--- config.mk ---
export PLATFORM = sky130hd
export DESIGN_NAME = wide_adder_arbiter_flat
export DESIGN_NICKNAME = d
export VERILOG_FILES = /design/src/rtl/wide_adder_arbiter_pkg.sv /design/src/rtl/wide_adder_arbiter_if.sv /design/src/rtl/wide_adder_arbiter_adder.sv /design/src/rtl/wide_adder_arbiter.sv /design/src/flat_wrapper.sv
export SDC_FILE = /design/constraint.sdc
export NUM_CORES = 1
export LEC_CHECK = 0
export CAP_MARGIN = 20
export CORE_ASPECT_RATIO = 1.2
export CORE_MARGIN = 5
export CORE_UTILIZATION = 48
export CTS_CLUSTER_DIAMETER = 200
export DETAILED_ROUTE_END_ITERATION = 8
export GPL_TIMING_DRIVEN = 1
export PLACE_DENSITY = 0.87
export SYNTH_ARGS = -nofsm -noshare
export SYNTH_HDL_FRONTEND = slang
export SYNTH_HIERARCHICAL = 1
export SYNTH_SLANG_ARGS = --single-unit
--- constraint.sdc ---
create_clock -name clk -period 6.8 [get_ports clk]
set_clock_uncertainty 0.05 [all_clocks]
set_input_delay 1.36 -clock clk [delete_from_list [all_inputs] [get_ports clk]]
set_output_delay 1.36 -clock clk [all_outputs]
set_load 0.01 [all_outputs]
--- src/rtl/wide_adder_arbiter_pkg.sv ---
// Shared types and widths for the wide accumulate-adder arbiter.
//   A_W / B_W / S_W : operand A, operand B and sum widths
//   arb_state_t     : arbiter FSM state (free round-robin vs. locked burst)
package adder_arb_pkg;
  localparam int A_W = 59;
  localparam int B_W = 26;
  localparam int S_W = 60;

  typedef enum logic {
    ARB_IDLE   = 1'b0,
    ARB_LOCKED = 1'b1
  } arb_state_t;
endpackage

--- src/rtl/wide_adder_arbiter_if.sv ---
// Request/response bundle between two mantissa pipelines and the shared adder.
//   req_*_0 / req_*_1 : per-requester operands, tag, lock and valid/ready
//   rsp_*             : single registered response channel
// Handshake: a beat transfers on a rising edge where valid && ready are both
// high; the sender holds its payload stable while valid && !ready and never
// drops valid before the transfer.
interface wide_adder_arbiter_if #(
  parameter int TAG_W = 4
);
  import adder_arb_pkg::*;

  logic             req_valid_0, req_valid_1;
  logic             req_ready_0, req_ready_1;
  logic [A_W-1:0]   req_a_0, req_a_1;
  logic [B_W-1:0]   req_b_0, req_b_1;
  logic [TAG_W-1:0] req_tag_0, req_tag_1;
  logic             req_lock_0, req_lock_1;
  logic             rsp_valid;
  logic             rsp_ready;
  logic             rsp_id;
  logic [TAG_W-1:0] rsp_tag;
  logic [S_W-1:0]   rsp_sum;

  // Requesters plus response consumer.
  modport master (
    output req_valid_0, req_valid_1, req_a_0, req_a_1, req_b_0, req_b_1,
           req_tag_0, req_tag_1, req_lock_0, req_lock_1, rsp_ready,
    input  req_ready_0, req_ready_1, rsp_valid, rsp_id, rsp_tag, rsp_sum
  );

  // Arbiter side.
  modport slave (
    input  req_valid_0, req_valid_1, req_a_0, req_a_1, req_b_0, req_b_1,
           req_tag_0, req_tag_1, req_lock_0, req_lock_1, rsp_ready,
    output req_ready_0, req_ready_1, rsp_valid, rsp_id, rsp_tag, rsp_sum
  );
endinterface

--- src/rtl/wide_adder_arbiter_adder.sv ---
// customAdder59_33: purely combinational 59-bit + 26-bit unsigned adder.
//   a   : 59-bit operand
//   b   : 26-bit operand, zero-extended (33 zero bits) to 59 bits
//   sum : 60-bit result, carry out in bit 59
module customAdder59_33 (
  input  logic [58:0] a,
  input  logic [25:0] b,
  output logic [59:0] sum
);
  assign sum = {1'b0, a} + {34'b0, b};
endmodule

--- src/rtl/wide_adder_arbiter.sv ---
// wide_adder_arbiter: round-robin arbiter sharing one wide adder between two
// requesters, with optional burst lock and a single registered response.
//   clk, rst_n     : clock, asynchronous active-low reset
//   bus            : request/response bundle (slave side)
//   dbg_state      : current FSM state
//   dbg_last_grant : requester that won the most recent accepted beat
module wide_adder_arbiter
  import adder_arb_pkg::*;
#(
  parameter int TAG_W     = 4,
  parameter int MAX_BURST = 8
) (
  input  logic                 clk,
  input  logic                 rst_n,
  wide_adder_arbiter_if.slave  bus,
  output arb_state_t           dbg_state,
  output logic                 dbg_last_grant
);
  localparam logic [7:0] MAX_B = 8'(MAX_BURST);

  arb_state_t       state, state_nxt;
  logic             owner, owner_nxt;
  logic             last_grant, last_grant_nxt;
  logic [7:0]       burst_cnt, burst_cnt_nxt;
  logic [7:0]       cnt_inc;

  logic             out_free;
  logic             grant_0, grant_1;
  logic             accept;
  logic             sel;
  logic             sel_lock;
  logic             owner_valid;
  logic [A_W-1:0]   sel_a;
  logic [B_W-1:0]   sel_b;
  logic [TAG_W-1:0] sel_tag;
  logic [S_W-1:0]   sum;

  logic             rsp_valid_q, rsp_id_q;
  logic [TAG_W-1:0] rsp_tag_q;
  logic [S_W-1:0]   rsp_sum_q;

  // A new beat may enter only if the response slot is empty or draining now.
  assign out_free = !rsp_valid_q || bus.rsp_ready;

  // Grant selection; in a tie the requester that did not win last goes.
  always_comb begin
    grant_0 = 1'b0;
    grant_1 = 1'b0;
    if (state == ARB_LOCKED) begin
      grant_0 = !owner && bus.req_valid_0;
      grant_1 = owner && bus.req_valid_1;
    end else if (bus.req_valid_0 && bus.req_valid_1) begin
      grant_0 = last_grant;
      grant_1 = !last_grant;
    end else begin
      grant_0 = bus.req_valid_0;
      grant_1 = bus.req_valid_1;
    end
  end

  assign sel         = grant_1;
  assign accept      = (grant_0 || grant_1) && out_free;
  assign sel_a       = sel ? bus.req_a_1   : bus.req_a_0;
  assign sel_b       = sel ? bus.req_b_1   : bus.req_b_0;
  assign sel_tag     = sel ? bus.req_tag_1 : bus.req_tag_0;
  assign sel_lock    = sel ? bus.req_lock_1 : bus.req_lock_0;
  assign owner_valid = owner ? bus.req_valid_1 : bus.req_valid_0;
  assign cnt_inc     = burst_cnt + 8'd1;

  customAdder59_33 u_adder (
    .a   (sel_a),
    .b   (sel_b),
    .sum (sum)
  );

  // Next-state logic. Under backpressure accept is 0 and out_free is 0, so
  // nothing below moves and lock/round-robin state is frozen.
  always_comb begin
    state_nxt      = state;
    owner_nxt      = owner;
    last_grant_nxt = last_grant;
    burst_cnt_nxt  = burst_cnt;
    case (state)
      ARB_IDLE: begin
        if (accept) begin
          last_grant_nxt = sel;
          if (sel_lock && (MAX_B > 8'd1)) begin
            state_nxt     = ARB_LOCKED;
            owner_nxt     = sel;
            burst_cnt_nxt = 8'd1;
          end
        end
      end
      ARB_LOCKED: begin
        if (accept) begin
          burst_cnt_nxt = cnt_inc;
          if (!sel_lock || (cnt_inc >= MAX_B)) begin
            state_nxt     = ARB_IDLE;
            burst_cnt_nxt = 8'd0;
          end
        end else if (!owner_valid && out_free) begin
          state_nxt     = ARB_IDLE;
          burst_cnt_nxt = 8'd0;
        end
      end
      default: state_nxt = ARB_IDLE;
    endcase
  end

  // State and response register.
  always_ff @(posedge clk or negedge rst_n) begin
    if (!rst_n) begin
      state       <= ARB_IDLE;
      owner       <= 1'b0;
      last_grant  <= 1'b1;
      burst_cnt   <= 8'd0;
      rsp_valid_q <= 1'b0;
      rsp_id_q    <= 1'b0;
      rsp_tag_q   <= '0;
      rsp_sum_q   <= '0;
    end else begin
      state      <= state_nxt;
      owner      <= owner_nxt;
      last_grant <= last_grant_nxt;
      burst_cnt  <= burst_cnt_nxt;
      if (accept) begin
        rsp_valid_q <= 1'b1;
        rsp_id_q    <= sel;
        rsp_tag_q   <= sel_tag;
        rsp_sum_q   <= sum;
      end else if (bus.rsp_ready) begin
        rsp_valid_q <= 1'b0;
      end
    end
  end

  // Outputs.
  always_comb begin
    bus.req_ready_0 = grant_0 && out_free;
    bus.req_ready_1 = grant_1 && out_free;
    bus.rsp_valid   = rsp_valid_q;
    bus.rsp_id      = rsp_id_q;
    bus.rsp_tag     = rsp_tag_q;
    bus.rsp_sum     = rsp_sum_q;
    dbg_state       = state;
    dbg_last_grant  = last_grant;
  end
endmodule

--- src/flat_wrapper.sv ---
// flat-port wrapper written by rule: the top's interface ports become plain ports
module wide_adder_arbiter_flat import adder_arb_pkg::*;
#(
  parameter int TAG_W     = 4,
  parameter int MAX_BURST = 8
)
  (clk, rst_n, dbg_state, dbg_last_grant, bus_req_valid_0, bus_req_valid_1, bus_req_a_0, bus_req_a_1, bus_req_b_0, bus_req_b_1, bus_req_tag_0, bus_req_tag_1, bus_req_lock_0, bus_req_lock_1, bus_rsp_ready, bus_req_ready_0, bus_req_ready_1, bus_rsp_valid, bus_rsp_id, bus_rsp_tag, bus_rsp_sum);
  wide_adder_arbiter_if #(.TAG_W(TAG_W)) bus_i ();
  input  logic clk;
  input  logic rst_n;
  output arb_state_t dbg_state;
  output logic dbg_last_grant;
  input wire logic [$bits(bus_i.req_valid_0)-1:0] bus_req_valid_0;
  input wire logic [$bits(bus_i.req_valid_1)-1:0] bus_req_valid_1;
  input wire logic [$bits(bus_i.req_a_0)-1:0] bus_req_a_0;
  input wire logic [$bits(bus_i.req_a_1)-1:0] bus_req_a_1;
  input wire logic [$bits(bus_i.req_b_0)-1:0] bus_req_b_0;
  input wire logic [$bits(bus_i.req_b_1)-1:0] bus_req_b_1;
  input wire logic [$bits(bus_i.req_tag_0)-1:0] bus_req_tag_0;
  input wire logic [$bits(bus_i.req_tag_1)-1:0] bus_req_tag_1;
  input wire logic [$bits(bus_i.req_lock_0)-1:0] bus_req_lock_0;
  input wire logic [$bits(bus_i.req_lock_1)-1:0] bus_req_lock_1;
  input wire logic [$bits(bus_i.rsp_ready)-1:0] bus_rsp_ready;
  output wire logic [$bits(bus_i.req_ready_0)-1:0] bus_req_ready_0;
  output wire logic [$bits(bus_i.req_ready_1)-1:0] bus_req_ready_1;
  output wire logic [$bits(bus_i.rsp_valid)-1:0] bus_rsp_valid;
  output wire logic [$bits(bus_i.rsp_id)-1:0] bus_rsp_id;
  output wire logic [$bits(bus_i.rsp_tag)-1:0] bus_rsp_tag;
  output wire logic [$bits(bus_i.rsp_sum)-1:0] bus_rsp_sum;
  assign bus_i.req_valid_0 = bus_req_valid_0;
  assign bus_i.req_valid_1 = bus_req_valid_1;
  assign bus_i.req_a_0 = bus_req_a_0;
  assign bus_i.req_a_1 = bus_req_a_1;
  assign bus_i.req_b_0 = bus_req_b_0;
  assign bus_i.req_b_1 = bus_req_b_1;
  assign bus_i.req_tag_0 = bus_req_tag_0;
  assign bus_i.req_tag_1 = bus_req_tag_1;
  assign bus_i.req_lock_0 = bus_req_lock_0;
  assign bus_i.req_lock_1 = bus_req_lock_1;
  assign bus_i.rsp_ready = bus_rsp_ready;
  assign bus_req_ready_0 = bus_i.req_ready_0;
  assign bus_req_ready_1 = bus_i.req_ready_1;
  assign bus_rsp_valid = bus_i.rsp_valid;
  assign bus_rsp_id = bus_i.rsp_id;
  assign bus_rsp_tag = bus_i.rsp_tag;
  assign bus_rsp_sum = bus_i.rsp_sum;
  wide_adder_arbiter #(.TAG_W(TAG_W), .MAX_BURST(MAX_BURST)) u_core (.clk(clk), .rst_n(rst_n), .bus(bus_i), .dbg_state(dbg_state), .dbg_last_grant(dbg_last_grant));
endmodule
# ---- Yosys cells after proc, flatten, opt, wreduce, memory -nomap -nowiden
# Cells that the tools add are included.
dict set report classes {
  div 0
  n_shift 0
  order_cmp 1
  n_bitwise 1
  mul 0
  n_addsub 2
  n_reduce_logical 19
  n_eq_ne 3
  muxes 23
}
# cell count
set op_table {}
lappend op_table {{adder 59 x 26 -> 60 bit} 1}
lappend op_table {{2-to-1 mux 59 bit} 1}
lappend op_table {{2-to-1 mux 8 bit} 5}
lappend op_table {{2-to-1 mux 26 bit} 1}
lappend op_table {{case mux 8 bit (2 select lines)} 1}
lappend op_table {{2-to-1 mux 1 bit} 13}
lappend op_table {{adder 8 x 1 -> 8 bit (second input constant)} 1}
lappend op_table {{>= comparator 8 x 4 -> 1 bit (second input constant)} 1}
lappend op_table {{logical AND 1 bit} 7}
lappend op_table {{AND reduction 3 bit} 2}
lappend op_table {{zero test 1 bit} 5}
lappend op_table {{2-to-1 mux 4 bit} 1}
lappend op_table {{inequality test 2 x 1 -> 1 bit (second input constant)} 2}
lappend op_table {{logical OR 1 bit} 3}
lappend op_table {{inequality test 3 bit (second input constant)} 1}
lappend op_table {{case mux 1 bit (2 select lines)} 1}
lappend op_table {{AND reduction 2 bit} 1}
lappend op_table {{nonzero test 2 bit} 1}
lappend op_table {{NOT 1 bit} 1}
dict set report totals {
  memories 0
  latchBits 0
  rom_bits 0
  mem_bits_rw 0
  out_inout_bits 70
  ff_bits 77
  word_cells 57
  inputBits 185
}

# ---- Depth between registers and ports, before layout
# Gate-level depths: netlist of the first run.
dict set report depth {
  ltp_word 9
  ltp_mapped 17
  ltp_nobuf 14
}

# ---- By module
# Netlist of the first run, hierarchy kept.
# mod area_each_um2 cells_per_inst instances
set modules_own_cells {}
lappend modules_own_cells {wide_adder_arbiter 4175.3 314 1}
lappend modules_own_cells {customAdder59_33 2212.1 324 1}

# ---- Least setup slack after synthesis of the first run
# OpenSTA, ideal clock, no wires.
dict set report synth_timing {
  path_kind {input to register}
  from {in bus_req_valid_0}
  to {reg u_core.rsp_sum_q[48], in the netlist u_core/bus.rsp_sum[48]}
  setup_time_ps 125
  path_slack_ps 2104
  path_stages 17
  path_buffers 3
  arrival_time_ps 4521
  path_cell_list {nand3b_1 -> nand3_1 -> buf_2 -> buf_2 -> mux2_2 -> ha_1 -> fa_1 -> a21o_1 -> nand4_1 -> a21oi_1 -> o21ai_0 -> a31oi_1 -> o31a_1 -> buf_2 -> nand4_1 -> xnor2_1 -> mux2_2}
}
dict set report synth_via {
  elab_chain_cells 5
}
# element line_no
set synth_rtl {}
lappend synth_rtl {{start: declaration} flat_wrapper.sv:13} ;# input wire logic [$bits(bus_i.req_valid_0)-1:0] bus_req_valid_0;
lappend synth_rtl {{logical AND 1 bit} wide_adder_arbiter.sv:52} ;# end else if (bus.req_valid_0 && bus.req_valid_1) begin
lappend synth_rtl {{2-to-1 mux 1 bit} wide_adder_arbiter.sv:52}
lappend synth_rtl {{2-to-1 mux 1 bit} wide_adder_arbiter.sv:49} ;# if (state == ARB_LOCKED) begin
lappend synth_rtl {{2-to-1 mux 26 bit} wide_adder_arbiter.sv:64} ;# assign sel_b = sel ? bus.req_b_1 : bus.req_b_0;
lappend synth_rtl {{net u_core.sel_b[0]} wide_adder_arbiter.sv:34} ;# logic [B_W-1:0] sel_b;
lappend synth_rtl {{adder 59 x 26 -> 60 bit} wide_adder_arbiter_adder.sv:10} ;# assign sum = {1'b0, a} + {34'b0, b};
lappend synth_rtl {{net u_core.sum[48]} wide_adder_arbiter.sv:36} ;# logic [S_W-1:0] sum;
lappend synth_rtl {{end signal: assignment} wide_adder_arbiter.sv:130} ;# rsp_sum_q <= sum;
lappend synth_rtl {{end: declaration} wide_adder_arbiter.sv:40} ;# logic [S_W-1:0] rsp_sum_q;
# The timed path passes the listed nets, and every way through them passes these cells.
# A chain may end at the register's enable or synchronous reset.

# ---- Final worst setup path of the first run
dict set report layout_timing {
  from {in bus_req_valid_0}
  to {reg u_core.rsp_sum_q[51], in the netlist u_core/bus.rsp_sum[51]}
}
# The elaborated chain is that of the path after synthesis.

==> results, run 1 <==
- The run finished with clean final reports.
- The first global-routing pass estimated 29900 um of wire.
- The die is 115 um wide.
- For the worst flop-to-flop path, the logic depth is 13.
- Summed over all cells, the static leakage comes to 3.73 nW.
- The number of global-route vias before repair came to 6128.
- Summing all placed instances gives a cell area of 9010 um2.
- The critical path runs through a total of 14 cells.
- In this run the post-CTS setup repair buffer count came out at 0.
- The maximum ir drop on the vdd rail is 0.181 mV.
- The transition time of the tightest slew-check pin is 887 ps.
- CTS built an H-tree with a depth of 3.
- The net count after synthesis is 851.
- The synthesized area per cell is 10.0 um2.
- The highest attainable clock frequency is 175 MHz.
- Setup violations remaining at the end of the flow were counted as 0.
- Setup repair after global routing left no endpoint under its margin.
- The first detailed-routing pass took 5 iterations.
- For the worst-skew pair, the clock arrives at the later sink with an insertion delay of 340 ps.
- The average vias per placed instance is 5.65.
- For this configuration, the core starts out at a cell density of 48.7%.
- The final instance count without filler cells is 1054.
- The hold violation count in the final report came to 0.
- Yosys mapped a number of flops with a built-in enable equal to 0.
- The global route total overflow is 0.
- The number of antenna cells inserted is 0.
- Walking the worst path, the cells encountered are clkdlybuf4s50_1 -> nand3b_1 -> nand3_4 -> buf_4 -> mux2_2 -> ha_1 -> nor2b_1 -> o21ai_0 -> a21oi_1 -> nand4_1 -> nor3_1 -> nand4_1 -> xnor2_1 -> mux2_2.
- The deepest clock path buffer count is 2.
- In the finished design, the share of the clock period the worst path needs comes to 84.2%.
- The data required time at the worst endpoint is 6970 ps.
- The floorplan step defined a die boundary enclosing 15700 um2.
- The remaining max-slew budget at the tightest pin is 40.7%.
- The CTS buffer count is 9.
- The TritonCTS sink count is 77.
- After synthesis, the netlist uses 67 different library cells.
- The initial antenna violation count came to 0.
- The library cell contributing the largest single delay on the critical path is nor3_1.
- Counting instances, the worst hold path has a depth of 1.
- The setup slack at placement is 766 ps.
- 255 I/O pins were placed.
- Summed over all layers, the routed wires come to 19400 um.
- The class of the tightest hold or removal check is reg2reg.
- The number of cells upsized or downsized after cts is 0.
- The post-synth design cell area is 6390 um2.
- The worst setup path is captured at a register.
- The number of DRC violations after detailed-routing iteration 0 is 401.
- The fraction of final layout cells sized beyond drive strength 1 is 19.9%.
- The category of the most critical setup path is in2reg.
- Cells fill 71.3% of the core in the end.
- After clock tree synthesis, the clock-pin slew on the worst setup and hold paths is 60 ps.
- The signal arrival time at the worst endpoint is 5900 ps.
- In the routed design, unresolved DRC markers number 0.
- Row generation in the floorplan step produced 46 rows.
- After routing the design area is 9360 um2.
- The critical path contains buffers and inverters numbering 2 combined.
- After synthesis, the share of flip-flops with an asynchronous set or reset is 100%.
- The CTS tree is built.
- The overall global routing resource usage is 23.8%.
- The maximum fanout along the worst path is 40.
- In the final routed layout, each cell accounts on average for 18.4 um.
- The clock root buffer master is clkbuf_16.
- The routability congestion estimate is 0.856.
- The number of placed instances, taps included, is 1037.
- For this design, the CTS-stage hold fixing added 0 buffers.
- After layout, the worst setup slack is 1070 ps.
- The max-cap check violation count is 0.
- The net count of the finished layout is 1094.
- The total power density per cell area is 343 nW/um2.
- The dominant register cell in the synthesized netlist is dfrtp_1.
- The detailed-route via count is 5951.
- Input and output buffers added on the ports amount to 254.
- For this run, the number of Yosys warnings is 6.
- The gate family responsible for the most delay along the worst path is simple AND/OR/NAND/NOR gates.
- In this run, synthesis produced a sequential element count of 77.
- The max-slew violation count was 0.
- Entering global routing, the biggest net connects 78 pins.
- The sum of net half-perimeters after detailed placement is 15100 um.
- The delay of the slowest cell on the worst path is 610 ps.
- The clock period minus final worst setup slack is 5730 ps.
- The critical path launch point type is a primary input.
- The sum of negative setup slack is 0 ps.
- After floorplanning, the core was sized to cover 13100 um2.
- Synthesis produced a netlist whose cell count is 638.
- The sequential-to-total area share from yosys stat is 30.2%.
- The residual antenna-violating net count after detailed routing is 0.
- The die outline height is 136 um.
- The area growth from synthesis to layout is 46.5%.
report_power, final:
group / internal, mW / switching, mW / total, mW
clock: 0.333 / 0.190 / 0.523
sequential: 0.667 / 0.117 / 0.784
combinational: 1.02 / 0.884 / 1.90
worst register-to-register path, delay by kind of cell (launching register included):
family                     cells  cell delay [ps]
buffers and inverters          1              350
xor gates and xnor gates       1              170
DFF                            1              540
muxes                          2              660
and+or+nand+nor                6             2000
adders and majority gates      1              480
AOI/OAI and AO/OA              2              480
cells in the mapped netlist (3+ instances only):
| library cell | instances | share of area [%] |
|---|---|---|
| a211o_1 | 5 | 0.69 |
| a21o_1 | 15 | 1.8 |
| a21oi_1 | 37 | 2.9 |
| a31oi_1 | 7 | 0.69 |
| and2_1 | 7 | 0.69 |
| and3_1 | 7 | 0.69 |
| buf_2 | 14 | 1.1 |
| buf_6 | 7 | 1.2 |
| clkbuf_1 | 5 | 0.29 |
| dfrtp_1 | 76 | 30 |
| ha_1 | 27 | 5.3 |
| inv_1 | 13 | 0.76 |
| mux2_1 | 12 | 2.1 |
| mux2_2 | 133 | 23 |
| mux2i_1 | 4 | 0.63 |
| nand2_1 | 42 | 2.5 |
| nand2b_1 | 3 | 0.29 |
| nand3_1 | 25 | 2.0 |
| nand4_1 | 25 | 2.4 |
| nor2_1 | 25 | 1.5 |
| nor2b_1 | 6 | 0.59 |
| nor3_1 | 3 | 0.23 |
| nor4_1 | 3 | 0.29 |
| o21a_1 | 4 | 0.47 |
| o21ai_0 | 27 | 2.1 |
| o21bai_1 | 3 | 0.35 |
| o311ai_2 | 4 | 1.0 |
| xnor2_1 | 38 | 5.2 |
| xor2_1 | 12 | 1.6 |
stage by stage:
step	power, mW	hold WS, ps
2_1_floorplan	1.92	418
3_3_place_gp	2.65	414
3_5_place_dp	2.69	421
4_1_cts	3.23	435
5_1_grt	3.42	456
6_report	3.21	431
logic make-up after synthesis:
family                     count (synthesis)  synth area share (%)
buffers and inverters                     42                  3.57
muxes                                    150                  26.4
DFF                                       77                  30.2
and+or+nand+nor                          160                  12.9
adders and majority gates                 28                  5.60
AOI/OAI and AO/OA                        131                  14.4
xor gates and xnor gates                  50                  6.86
sequential cells by signal, summed over array words and instances, names as in the netlist:
register	flops
u_core/owner	1
u_core/bus.rsp_id	1
u_core/burst_cnt	8
u_core/bus.rsp_valid	1
u_core/dbg_last_grant	1
u_core/dbg_state	1
u_core/bus.rsp_tag	4
u_core/bus.rsp_sum	60
final cells by class:
cell class	instances	area, um2
clock buffer	13	250
clock inverter	3	68.8
fill	992	3760
inverter	14	52.6
multi-input combinational	519	4240
sequential	77	1930
tap	168	210
timing repair buffer	260	2610
per-layer routing:
| layer | GRT usage, % | vias to the layer above | wire length (um) |
|---|---|---|---|
| li1 | - | 2867 | - |
| met1 | 26.8 | 2827 | 7420 |
| met4 | 8.41 | 0 | 406 |
| met3 | 5.88 | 26 | 1480 |
| met2 | 43.3 | 231 | 10100 |
| met5 | 0 | - | 0 |
path summary, 6_finish.rpt:
check	slack, ps	from	endpoint
min in group asynchronous	880	rst_n	u_core/bus.rsp_sum[44]$_DFFE_PN0P_
worst min register to register	430	u_core/bus.rsp_sum[11]$_DFFE_PN0P_	u_core/bus.rsp_sum[11]$_DFFE_PN0P_
max in group asynchronous	5220	rst_n	u_core/bus.rsp_sum[10]$_DFFE_PN0P_
worst max register to register	1980	u_core/dbg_state$_DFF_PN0_	u_core/bus.rsp_sum[51]$_DFFE_PN0P_
worst min-delay path	430	u_core/bus.rsp_sum[11]$_DFFE_PN0P_	u_core/bus.rsp_sum[11]$_DFFE_PN0P_
worst max-delay path	1070	bus_req_valid_0	u_core/bus.rsp_sum[51]$_DFFE_PN0P_
placed cells by master (no fill, tap or decap), types with 4 or more instances in the layout:
| cell type | n |
|---|---|
| dfrtp_1 | 76 |
| a211o_1 | 5 |
| and3_1 | 7 |
| and2_1 | 7 |
| ha_1 | 27 |
| mux2_1 | 12 |
| inv_1 | 13 |
| buf_4 | 6 |
| xnor2_1 | 38 |
| o311ai_2 | 4 |
| nor2_1 | 25 |
| a31oi_1 | 7 |
| xor2_1 | 12 |
| nor2b_1 | 6 |
| mux2i_1 | 4 |
| mux2_2 | 133 |
| a21o_1 | 15 |
| o21ai_0 | 27 |
| a21oi_1 | 37 |
| clkdlybuf4s50_1 | 253 |
| o21a_1 | 4 |
| clkbuf_16 | 9 |
| nand4_1 | 25 |
| nand3_1 | 24 |
| nand2_1 | 42 |
No activity file was read; power rests on OpenSTA's default activity.
==> run 2: changes to the inputs <==
--- a/config.mk
+++ b/config.mk
@@ -8,11 +8,11 @@
 export CAP_MARGIN = 20
 export CORE_ASPECT_RATIO = 1.2
 export CORE_MARGIN = 5
-export CORE_UTILIZATION = 48
+export CORE_UTILIZATION = 45
 export CTS_CLUSTER_DIAMETER = 200
 export DETAILED_ROUTE_END_ITERATION = 8
 export GPL_TIMING_DRIVEN = 1
-export PLACE_DENSITY = 0.87
+export PLACE_DENSITY = 0.83
 export SYNTH_ARGS = -nofsm -noshare
 export SYNTH_HDL_FRONTEND = slang
 export SYNTH_HIERARCHICAL = 1
==> constraint.sdc (replaced) <==
create_clock -name clk -period 5.8 [get_ports clk]
set_clock_uncertainty 0.05 [all_clocks]
set_input_delay 1.16 -clock clk [delete_from_list [all_inputs] [get_ports clk]]
set_output_delay 1.16 -clock clk [all_outputs]
set_load 0.01 [all_outputs]
==> run 2 against run 1 <==
Sequential share of layout area is 0.11 points lower; highest routed layer unchanged; critical endpoint is now u_core/bus.rsp_sum[50]$_DFFE_PN0P_; critical path type unchanged; combinational power is 18% higher; first-iteration DRC count down 45%; clock-buffer cell count fell by 4; non-clock buffer count increased by 4; wire length increased by 1.9%; die area increased by 6.1%; global-route usage fell by 0.81 points.
==> results, run 2 (same netlist as run 1, synthesis figures left out) <==
- The flow ran to the end, and the final reports show no timing, DRC or antenna violations.
- The top cell types in the final layout, fill and taps aside, are clkdlybuf4s50_1 (253), mux2_2 (133), dfrtp_1 (76).
- The cts-stage hold buffer count is 0.
- Buffers placed on the I/O ports in this run total 254.
- Post-CTS repair changed the size of 0 cells.
- The H-tree was split into 3 levels.
- Combinational logic is responsible for 59.2% of the overall power.
- The largest single stage delay on the critical path is 560 ps.
- The library cell used most frequently in the layout, excluding fill and tap cells, is clkdlybuf4s50_1.
- In this run the horizontal extent of the chip is 119 um.
- Of the total power, the clock network draws 16.4%.
- Of the total power, the share spent switching nets is 37.6%.
- The cell with the most instances on the worst path is mux2_2.
- Summed over all layers, the global routing overflow is 0.
- The fraction of final layout cells sized beyond drive strength 1 is 20.6%.
- The max-cap check violation count is 0.
- The post-detailed-route wirelength per cell is 18.7 um.
- The sum of negative setup slack is 0 ps.
- In the routed layout, each cell is associated on average with a via count of 5.61.
- The worst setup path is of the in2reg kind.
- Setup repair after global routing left no endpoint under its margin.
- The transition time of the tightest slew-check pin is 897 ps.
- Clock-pin slew was measured on the worst setup and hold paths at 60 ps.
- The count of buffering cells on the critical path with inverters included is 3.
- The class of the tightest hold or removal check is reg2reg.
- The post-route fraction of the period consumed by the critical path is 92.0%.
- The signal arrival time at the worst endpoint is 5510 ps.
- The count of nets left with antenna violations once routing finished came out at 0.
- 0 antenna diodes ended up in the layout.
- The portion of total power attributed to sequential cells is 24.3%.
- The critical path launch point type is a primary input.
- The DRC violation count after routing is 0.
- For this run, the share of the core covered by cells in the final layout is 67.8%.
- The overall global routing resource usage is 23.0%.
- The design draws 3.79 mW.
- The standby leakage power is 3.75 nW.
- The register with the most flip-flops in the layout has 60 of them.
- TritonCTS built the clock tree.
- The routability congestion estimate is 0.883.
- The number of DRC violations after detailed-routing iteration 0 is 219.
- The sum of net half-perimeters after detailed placement is 15300 um.
- The library cell contributing the largest single delay on the critical path is clkdlybuf4s50_1.
- Cell internal power was estimated by the tool at 2.37 mW.
- Measured along the y axis, the die boundary spans 141 um.
- The clock period minus final worst setup slack is 5330 ps.
- The remaining max-slew budget at the tightest pin is 40.1%.
- The buffers inserted during post-CTS setup optimization is 0.
- Once routing completed, OpenROAD measured the worst setup slack at 465 ps.
- The net count of the finished layout is 1098.
- The setup-violating endpoint count in the final report is 0.
- The largest net degree at the start of global routing is 78.
- The TritonCTS sink count is 77.
- The detailed-route via count is 5955.
- The analysis attributes to net switching a power of 1.43 mW.
- Relative to the synthesized area, the layout overhead comes to 47.3%.
- The gate family responsible for the most delay along the worst path is compound AO/OA/AOI/OAI gates.
- The count of fill cells added during filler insertion is 1106.
- The later-pin clock latency in the skew report is 340 ps.
- The floorplan has 47 rows.
- The setup slack at placement is 163 ps.
- Timing would allow up to 187 MHz.
- In this run the worst path has a maximum fanout of 36.
- The die covers 16700 um2.
- The signal on the critical path passes through clkdlybuf4s50_1 -> nand3b_1 -> nand3_4 -> buf_12 -> buf_4 -> mux2_2 -> ha_1 -> a21o_1 -> a21oi_1 -> o21ai_0 -> nor2b_1 -> o21a_1 -> o31a_1 -> nand3_1 -> xnor2_1 -> mux2_2.
- The placed instances occupy a cell area of 9060 um2.
- After routing the design area is 9410 um2.
- The maximum ir drop on the vdd rail is 0.208 mV.
- The initial antenna violation count is 0.
- The number of global-route vias before repair came to 6075.
- The worst setup path is captured at a register.
- The max-slew violation count is 0.
- The data required time at the worst endpoint is 5980 ps.
- Excluding fillers, the count of instances in the completed layout stands at 1061.
- The tree is rooted in a clkbuf_16.
- The worst slack on hold paths is 433 ps.
- The starting density of the core is 46.0%.
- After detailed routing, the total wire length is 19800 um.
- The hold violation count in the final report is 0.
- The number of cells after detailed placement is 1044.
- The total power density per cell area is 403 nW/um2.
- The global-route wire length before repair is 31200 um.
- The floorplan core area is 13900 um2.
- The number of detailed-routing iterations run before antenna repair is 5.
- The CTS buffer count is 9.
- Counting along the longest clock path gives a buffer depth of 2.
- 255 I/O pins were placed.
==> run 2: changes by cell type in the layout (fill, tap and decap cells not counted), sizes merged <==
cell / previous run / this run
inv: 13 / 14
clkinvlp: 0 / 1
buf: 7 / 11
clkbuf: 13 / 9
clkinv: 2 / 4
==> run 2: area by class of cell <==
type,count,area (um2),share of cell area [%]
Timing Repair Buffer,264,2650,28.1
Inverter,14,52.6,0.558
Tap cell,171,214,2.27
Clock buffer,9,225,2.39
Clock inverter,7,98.8,1.05
Multi-Input combinational cell,519,4240,45.1
Sequential cell,77,1930,20.5
==> run 2: worst paths after layout <==
check | cells after the start | endpoint | slack [ps] | from
max reg2reg | 15 | u_core/bus.rsp_sum[50]$_DFFE_PN0P_ | 1160 | u_core/dbg_state$_DFF_PN0_
max in group asynchronous | 2 | u_core/bus.rsp_sum[11]$_DFFE_PN0P_ | 4460 | rst_n
min | 2 | u_core/bus.rsp_tag[0]$_DFFE_PN0P_ | 430 | u_core/bus.rsp_tag[0]$_DFFE_PN0P_
max | 16 | u_core/bus.rsp_sum[50]$_DFFE_PN0P_ | 470 | bus_req_valid_0
min in group asynchronous | 1 | u_core/bus.rsp_sum[43]$_DFFE_PN0P_ | 650 | rst_n
min reg2reg | 2 | u_core/bus.rsp_tag[0]$_DFFE_PN0P_ | 430 | u_core/bus.rsp_tag[0]$_DFFE_PN0P_
==> run 2: power by group through the flow <==
| stage | Combinational [mW] | Sequential, mW | Clock (mW) |
|---|---|---|---|
| 5_1_grt | 2.43 | 0.956 | 0.657 |
| 3_3_place_gp | 2.21 | 0.919 | 0 |
| 6_report | 2.25 | 0.923 | 0.624 |
| 2_1_floorplan | 1.24 | 1.02 | 0 |
| 4_1_cts | 2.26 | 0.925 | 0.636 |
| 3_5_place_dp | 2.24 | 0.930 | 0 |
==> run 2: worst register-to-register path: cells and delay by family (launching register included) <==
family | cells | cell delay, ps
AO/OA/AOI/OAI | 5 | 1210
AND/OR/NAND/NOR | 4 | 950
multiplexers | 2 | 630
flip-flops | 1 | 620
buffers and inverters | 2 | 500
adder cells (fa/ha/maj) | 1 | 410
XOR/XNOR | 1 | 170
==> run 2: per-layer routing <==
| metal | global-route usage (%) | vias to the layer above | wire length, um |
|---|---|---|---|
| met4 | 8.11 | 0 | 399 |
| met5 | 0 | - | 0 |
| met2 | 42.3 | 204 | 10500 |
| li1 | - | 2878 | - |
| met1 | 25.4 | 2846 | 7420 |
| met3 | 6.17 | 27 | 1490 |
